**config.mk**
```make
export PLATFORM = sky130hd
export DESIGN_NAME = lsnn_neuron_scheduler
export DESIGN_NICKNAME = d
export VERILOG_FILES = /design/src/rtl/lsnn_neuron_scheduler.sv
export SDC_FILE = /design/constraint.sdc
export NUM_CORES = 1
export LEC_CHECK = 0
export BUFFER_PORTS_ARGS = -buffer_cell sky130_fd_sc_hd__buf_2
export CAP_MARGIN = 0
export CORE_MARGIN = 2
export CORE_UTILIZATION = 60
export DETAILED_ROUTE_END_ITERATION = 8
export PLACE_DENSITY = 0.88
export SLEW_MARGIN = 30
export SYNTH_ARGS = -nofsm -noshare
export SYNTH_HDL_FRONTEND = slang
export SYNTH_SLANG_ARGS = --single-unit
```
**constraint.sdc**
```tcl
create_clock -name clk -period 5.9 [get_ports clk]
set_input_delay 1.18 -clock clk [delete_from_list [all_inputs] [get_ports clk]]
set_output_delay 1.18 -clock clk [all_outputs]
set_load 0.03 [all_outputs]
```
**src/rtl/lsnn_neuron_scheduler.sv**
```systemverilog
// Time-multiplexed leaky-adaptive spiking neuron scheduler: one shared update
// datapath serves N virtual neurons per timestep, then hands off the spike vector.
module lsnn_neuron_scheduler #(
  parameter int         N_NEURONS = 4,
  parameter logic [7:0] ALPHA     = 8'd8,
  parameter logic [7:0] B0        = 8'd8,
  localparam int        IW        = $clog2(N_NEURONS)
) (
  input  logic                 clk,
  input  logic                 rst_n,
  input  logic                 step_start,
  input  logic                 cur_valid,
  output logic                 cur_ready,
  input  logic [7:0]           cur_data,
  output logic [IW-1:0]        cur_idx,
  output logic                 spk_valid,
  input  logic                 spk_ready,
  output logic [N_NEURONS-1:0] spk_vec,
  output logic                 busy,
  input  logic [IW-1:0]        thr_sel,
  output logic [7:0]           thr_out,
  output logic [15:0]          step_count
);

  typedef enum logic [1:0] {IDLE, ACCEPT, COMPUTE, EMIT} fsm_t;

  function automatic logic [7:0] sat8(input logic [8:0] v);
    return v[8] ? 8'hFF : v[7:0];
  endfunction

  function automatic logic [7:0] adapt_next(input logic [7:0] a, input logic spike);
    logic [7:0] decay;
    if (spike) return sat8({1'b0, a} + {3'b0, a[7:2]});
    decay = sat8({2'b0, a[7:1]} + {3'b0, a[7:2]});
    return (decay < ALPHA) ? ALPHA : decay;
  endfunction

  fsm_t                 fsm_q, fsm_d;
  logic [IW-1:0]        idx_q, idx_d;
  logic [7:0]           cur_q, cur_d;
  logic [7:0]           state_q [N_NEURONS];
  logic [7:0]           state_d [N_NEURONS];
  logic [7:0]           adapt_q [N_NEURONS];
  logic [7:0]           adapt_d [N_NEURONS];
  logic [N_NEURONS-1:0] spk_q, spk_d;
  logic [15:0]          cnt_q, cnt_d;
  logic                 cur_ready_q, cur_ready_d;
  logic                 spk_valid_q, spk_valid_d;
  logic                 busy_q, busy_d;

  logic [7:0] s_cur, a_cur, thr_cur;
  logic       spike;

  always_comb begin
    fsm_d   = fsm_q;
    idx_d   = idx_q;
    cur_d   = cur_q;
    state_d = state_q;
    adapt_d = adapt_q;
    spk_d   = spk_q;
    cnt_d   = cnt_q;
    // Pre-update values of the neuron being served
    s_cur   = state_q[idx_q];
    a_cur   = adapt_q[idx_q];
    thr_cur = sat8({1'b0, B0} + {1'b0, a_cur});
    spike   = (s_cur >= thr_cur);
    case (fsm_q)
      IDLE: begin
        if (step_start) begin
          idx_d = '0;
          fsm_d = ACCEPT;
        end
      end
      ACCEPT: begin
        if (cur_valid) begin
          cur_d = cur_data;
          fsm_d = COMPUTE;
        end
      end
      COMPUTE: begin
        state_d[idx_q] = sat8({1'b0, cur_q} + {2'b0, s_cur[7:1]});
        adapt_d[idx_q] = adapt_next(a_cur, spike);
        spk_d[idx_q]   = spike;
        if (idx_q == IW'(N_NEURONS - 1)) begin
          fsm_d = EMIT;
        end else begin
          idx_d = idx_q + IW'(1);
          fsm_d = ACCEPT;
        end
      end
      EMIT: begin
        if (spk_ready) begin
          cnt_d = cnt_q + 16'd1;
          fsm_d = IDLE;
        end
      end
      default: fsm_d = IDLE;
    endcase
    cur_ready_d = (fsm_d == ACCEPT);
    spk_valid_d = (fsm_d == EMIT);
    busy_d      = (fsm_d != IDLE);
  end

  always_ff @(posedge clk or negedge rst_n) begin
    if (!rst_n) begin
      fsm_q       <= IDLE;
      idx_q       <= '0;
      cur_q       <= '0;
      spk_q       <= '0;
      cnt_q       <= '0;
      cur_ready_q <= 1'b0;
      spk_valid_q <= 1'b0;
      busy_q      <= 1'b0;
      for (int i = 0; i < N_NEURONS; i++) begin
        state_q[i] <= '0;
        adapt_q[i] <= ALPHA;
      end
    end else begin
      fsm_q       <= fsm_d;
      idx_q       <= idx_d;
      cur_q       <= cur_d;
      spk_q       <= spk_d;
      cnt_q       <= cnt_d;
      cur_ready_q <= cur_ready_d;
      spk_valid_q <= spk_valid_d;
      busy_q      <= busy_d;
      state_q     <= state_d;
      adapt_q     <= adapt_d;
    end
  end

  assign cur_ready  = cur_ready_q;
  assign spk_valid  = spk_valid_q;
  assign busy       = busy_q;
  assign cur_idx    = idx_q;
  assign spk_vec    = spk_q;
  assign step_count = cnt_q;
  assign thr_out    = sat8({1'b0, B0} + {1'b0, adapt_q[thr_sel]});

endmodule

```
==> flow_summary_export.csv, run 1 <==
group,metric,value,unit
cells_and_area,area_delta_synth_final,8.454,%
worst_setup_path,crit_type,"reg2reg",
floorplanning,die_h,103.0,um
timing,period_share,71.01,%
global_routing,antenna_found_initial,0,
worst_setup_path,cp-end-kind,"register",
floorplanning,rows,36,
logic_synthesis,yosys.area.top_type,"dfrtp_1",
timing,relSlewSlack,43.71,%
worst_setup_path,slowest_delay,0.73,ns
logic_synthesis,synth_top_area_share,40.46,%
hold_path,worstHoldStart,"adapt_q[27]",
global_routing,track_usage,27.96,%
route,routed_via_density,6.240,
global_routing,grt_pass1_vias,4561,
logic_synthesis,synth_common_cells,"dfrtp_1, nand2_1, nor2_1, o21ai_0, ha_1",
route,drtPass1Iterations,5,
timing,fmax,238.7,MHz
place,post-place-ws,1.755,ns
cts,postCtsSetupBuffers,0,
cts,cts_hold_buf,0,
cells_and_area,multiInputGateArea,3206,um2
worst_setup_path,path_max_fanout,10,
cells_and_area,nets,662,
cts,cts_buffer_depth,2,
logic_synthesis,synth_cell_types,57,
cts,cts_resized,0,
run_status,status,"completed",
worst_setup_path,crit_chain,"mux4_2 -> ha_1 -> and3_1 -> or2_1 -> ha_1 -> nor2b_1 -> o21ai_0 -> a41o_1 -> o211ai_1 -> o22ai_1 -> o21ai_0",
cts,cts_sinks,99,
hold_path,hp-class,"reg2reg",
worst_setup_path,worst_setup_path_startpoint,"cur_idx[0]",
logic_synthesis,syn_inst,572,
cells_and_area,seq_area,2482,um2
route,postRouteAntennaNets,0,
cts,clock_latency,0.39,ns
timing,tightest_slew,0.8443,ns
logic_synthesis,synth.cell_area,5876,um2
route,wl_per_cell,18.32,um
worst_setup_path,cpMaxStageDelayCell,"mux4_2",
flow_run,cap_violations,0,
floorplanning,dieWidth,103.0,um
cts,cts_buffers,9,
worst_setup_path,cp_top_family,"compound AO/OA/AOI/OAI gates",
cts,path_clk_slew,0.09,ns
logic_synthesis,ys_ff_latch,99,
route,dr_total_vias,4655,
logic_synthesis,synth-edff-count,0,
floorplanning,start_util,60.96,%
logic_synthesis,async_flop_share,100.0,%
cts,h-tree-depth,3,
logic_synthesis,synth-seq-area-share,42.25,%
cells_and_area,drive_above_1_share,17.94,%
logic_synthesis,syn_nets,626,
place,routabilityCongestion,0.9239,
logic_synthesis,synth.most_common_cell,"dfrtp_1",
timing,timing.hold.ws,0.4766,ns
route,drc,0,
route,drt_first_iter_violations,222,
worst_setup_path,critPathBufInv,0,
timing,hold_viol,0,
cts,cts_tree,"yes",
cells_and_area,fillers,754,
logic_synthesis,synthFlopType,"dfrtp_1",
timing,fin_worst_skew,0.01624,ns
timing,drv_slew,0,
timing,min_period,4.190,ns
worst_setup_path,worstPathArrival,4.43,ns
place,hpwl,9.898,mm
floorplanning,dieArea,10600,um2
floorplanning,core,9639,um2
floorplanning,ios,48,
worst_setup_path,critical_path_required,6.14,ns
global_routing,grt_pass1_wl,22.38,mm
place,port_buffers,47,
timing,rsz0062_at_grt,"false",
timing,fin_ws,1.710,ns
global_routing,grt_start_max_net_pins,94,
logic_synthesis,synthTopCellsByArea,"dfrtp_1, mux4_2, ha_1, nand2_1, o21ai_0",
worst_setup_path,reg2reg_from,"cur_idx[0]",
cells_and_area,n_antenna_cell,0,
worst_setup_path,cp-start-kind,"register",
cts,root_buffer,"clkbuf_8",
logic_synthesis,yosysWarningCount,0,
global_routing,grt-ovfl-total,0,
timing,setup_tns,0,ns
route,routed_wl,13.66,mm
timing,finalSetupViolations,0,
logic_synthesis,syn_area_per_cell,10.27,um2
==> layout make-up <==
| cell class | count | share of cell area, % |
|---|---|---|
| well taps | 133 | 2.611 |
| flip-flops and latches | 99 | 38.96 |
| repair buffers | 50 | 4.143 |
| clock inverters | 4 | 0.5301 |
| multi-input cells | 428 | 50.30 |
| clock buffers | 12 | 2.278 |
| inverters | 20 | 1.178 |
==> kinds of logic (layout without fill, tap and decap cells) <==
group,Yosys count,count (layout),synth area share [%]
AO/OA/AOI/OAI,144,144,15.46
XOR/XNOR,27,27,4.025
adder cells (fa/ha/maj),39,39,8.688
buffers and inverters,45,86,3.215
flip-flops,99,99,42.25
multiplexers,42,42,12.48
AND/OR/NAND/NOR,176,176,13.88
==> metrics by stage <==
step	cells	area, um2	util [%]
6_report	746	6372	66.11
5_1_grt	746	6372	66.11
4_1_cts	746	6371	66.10
3_5_place_dp	730	6192	64.24
2_1_floorplan	572	5876	-
3_3_place_gp	730	6188	64.20
==> routing by layer <==
layer | wire length (um) | up-vias | share of wire (%) | GRT usage [%]
met1 | 5589 | 2300 | 41 | 35.14
li1 | - | 2148 | - | -
met2 | 6938 | 175 | 51 | 46.30
met5 | 0 | - | 0 | 0
met3 | 738 | 32 | 5.4 | 8.000
met4 | 397 | 0 | 2.9 | 10.43
==> tightest hold or removal path, cell delays in order (launching register included) <==
cell	delay (ns)
dfstp_2	0.38
nand2_1	0.05
o21ai_1	0.05
==> worst paths after layout <==
kind	cells after the start	slack, ns	endpoint
worst max-delay path	11	1.71	adapt_q[21]
worst max register to register	11	1.71	adapt_q[21]
worst min-delay path	2	0.48	adapt_q[27]
min in group asynchronous	1	0.59	adapt_q[5]
worst min register to register	2	0.48	adapt_q[27]
max in group asynchronous	2	4.27	adapt_q[26]
==> placed cells by master (no fill, tap or decap), types with 4 or more instances in the layout <==
master | Yosys | layout
dfrtp_1 | 95 | 95
nand2_1 | 74 | 74
buf_2 | 3 | 46
o21ai_0 | 45 | 45
nor2_1 | 45 | 45
ha_1 | 36 | 36
mux4_2 | 24 | 24
a31oi_1 | 23 | 23
a21oi_1 | 22 | 22
xnor2_1 | 21 | 21
inv_1 | 19 | 19
nand3_1 | 13 | 13
mux2_2 | 10 | 10
o21ai_1 | 10 | 10
clkbuf_8 | 0 | 10
mux2i_1 | 8 | 8
and2_1 | 8 | 8
nand4_1 | 7 | 7
xor2_1 | 6 | 6
a211oi_1 | 5 | 5
a21o_1 | 5 | 5
and3_1 | 5 | 5
nor2b_1 | 5 | 5
or2_1 | 5 | 5
o21bai_1 | 4 | 4
o211ai_2 | 4 | 4
o31ai_1 | 4 | 4
nor3_1 | 4 | 4
dfstp_2 | 4 | 4
==> state kept, by name, summed over array words and instances, names as in the netlist <==
register    flops
state_q        32
cur_ready       1
spk_valid       1
cur_idx         2
step_count     16
spk_vec         4
adapt_q        32
fsm_q           2
busy            1
cur_q           8
Power of run 1 is not shown: default switching activity piles up to over one toggle a cycle in this logic, so the estimate is an artifact.
==> run 2: changes to the inputs <==
==> constraint.sdc (replaced) <==
create_clock -name clk -period 3.9 [get_ports clk]
set_input_delay 0.78 -clock clk [delete_from_list [all_inputs] [get_ports clk]]
set_output_delay 0.78 -clock clk [all_outputs]
set_load 0.03 [all_outputs]
==> flow_summary_export.csv, run 2 (synthesis results as in run 1) <==
group,metric,value,unit
route,drt_first_iter_violations,355,
cts,path_clk_slew,0.10,ns
timing,fmax,275.9,MHz
place,port_buffers,47,
worst_setup_path,rr_worst_depth,11,
timing,fin_worst_skew,0.01264,ns
route,wl_per_cell,18.33,um
floorplanning,die_h,103.0,um
worst_setup_path,rr_endpoint,"adapt_q[13]",
flow_run,cap_violations,0,
timing,rsz0062_at_grt,"false",
cells_and_area,nets,671,
cts,clock_latency,0.39,ns
cells_and_area,fillers,758,
route,dr_total_vias,4673,
cells_and_area,n_antenna_cell,0,
cells_and_area,area_delta_synth_final,9.881,%
cts,cts_buffer_depth,2,
cells_and_area,drive_above_1_share,20.10,%
floorplanning,start_util,60.96,%
worst_setup_path,cp-end-kind,"register",
cells_and_area,final_cell_mix,"dfrtp_1, nand2_1, buf_2",
worst_setup_path,cp-start-kind,"register",
place,routabilityCongestion,0.9614,
cells_and_area,layout_commonest_cell,"dfrtp_1",
worst_setup_path,path_max_fanout,8,
timing,setup_tns,0,ns
route,postRouteAntennaNets,0,
timing,relSlewSlack,46.56,%
cts,cts_buffers,9,
cts,cts_sinks,99,
route,drtPass1Iterations,4,
worst_setup_path,crit_type,"reg2reg",
timing,finalSetupViolations,0,
floorplanning,core,9639,um2
global_routing,grt_pass1_vias,4657,
floorplanning,rows,36,
hold_path,hp-class,"in2async",
floorplanning,dieArea,10600,um2
run_status,status,"completed",
worst_setup_path,r2r_slack,0.28,ns
cts,h-tree-depth,3,
global_routing,grt-ovfl-total,0,
global_routing,grt_pass1_wl,22.89,mm
worst_setup_path,critical_path_required,4.13,ns
route,drc,0,
route,routed_via_density,6.189,
timing,hold_viol,0,
worst_setup_path,worstPathArrival,3.86,ns
global_routing,grt_start_max_net_pins,65,
floorplanning,dieWidth,103.0,um
floorplanning,ios,48,
global_routing,antenna_found_initial,0,
route,routed_wl,13.84,mm
worst_setup_path,reg2reg_from,"cur_idx[0]",
timing,tightest_slew,0.8016,ns
timing,min_period,3.625,ns
cts,cts_tree,"yes",
timing,drv_slew,0,
place,hpwl,10.13,mm
timing,period_share,92.94,%
global_routing,track_usage,28.51,%
cts,root_buffer,"clkbuf_8",
[run 2: worst max path at each step]
stage               start           to  slack (ns)
2_1_floorplan  cur_idx[0]  adapt_q[14]        0.08
6_report       cur_idx[0]  adapt_q[13]        0.28
3_3_place_gp   cur_idx[0]   adapt_q[6]        0.30
4_1_cts        cur_idx[0]  adapt_q[13]        0.11
5_1_grt        cur_idx[0]  adapt_q[14]        0.01
3_5_place_dp   cur_idx[0]  adapt_q[13]        0.14
[run 2: what timing repair did]
action / 4_1_cts / 5_1_grt
gates resized for setup: 0 / 4
hold buffers: 0 / 0
endpoints found under the setup margin: 0 / 25
buffers inserted: 0 / 2
[run 2: critical path, cell delays in order (launching register included)]
cell and delay [ns]:
dfrtp_4 0.51, mux4_2 0.60, ha_1 0.28, and3_1 0.23, or2_1 0.25, ha_1 0.27
nor2b_1 0.04, o21ai_0 0.24, a41o_1 0.35, o211ai_1 0.27, o22ai_2 0.28, o21ai_0 0.14
[run 2: routing by layer]
metal  track usage (%)  share of wire, %  wire (um)  vias to the layer above
li1                  -                 -          -                     2167
met4             11.64               2.9        396                        0
met1             38.07                43       5888                     2290
met5                 0                 0          0                        -
met2             46.70                49       6796                      182
met3             4.949               5.5        758                       34
[run 2: area by class of cell]
cell class / count / area [um2] / area share [%]
Clock buffer: 9 / 123.9 / 1.919
Clock inverter: 7 / 60.06 / 0.9302
Inverter: 20 / 75.07 / 1.163
Multi-Input combinational cell: 428 / 3217 / 49.83
Sequential cell: 99 / 2486 / 38.51
Tap cell: 133 / 166.4 / 2.578
Timing Repair Buffer: 59 / 327.8 / 5.078
[run 2: per-stage QoR]
step	setup WS [ns]	instances	cell area, um2	hold WS [ns]	utilization (%)
global route	0.01208	755	6456	0.5038	66.98
finish	0.2754	755	6456	0.4794	66.98
CTS	0.1062	753	6426	0.4844	66.67
detailed placement	0.1431	737	6242	0.4639	64.76
floorplan	0.07539	572	5882	0.4432	-
global placement	0.2964	737	6242	0.4501	64.76
Power of run 2 is left out for the same reason.
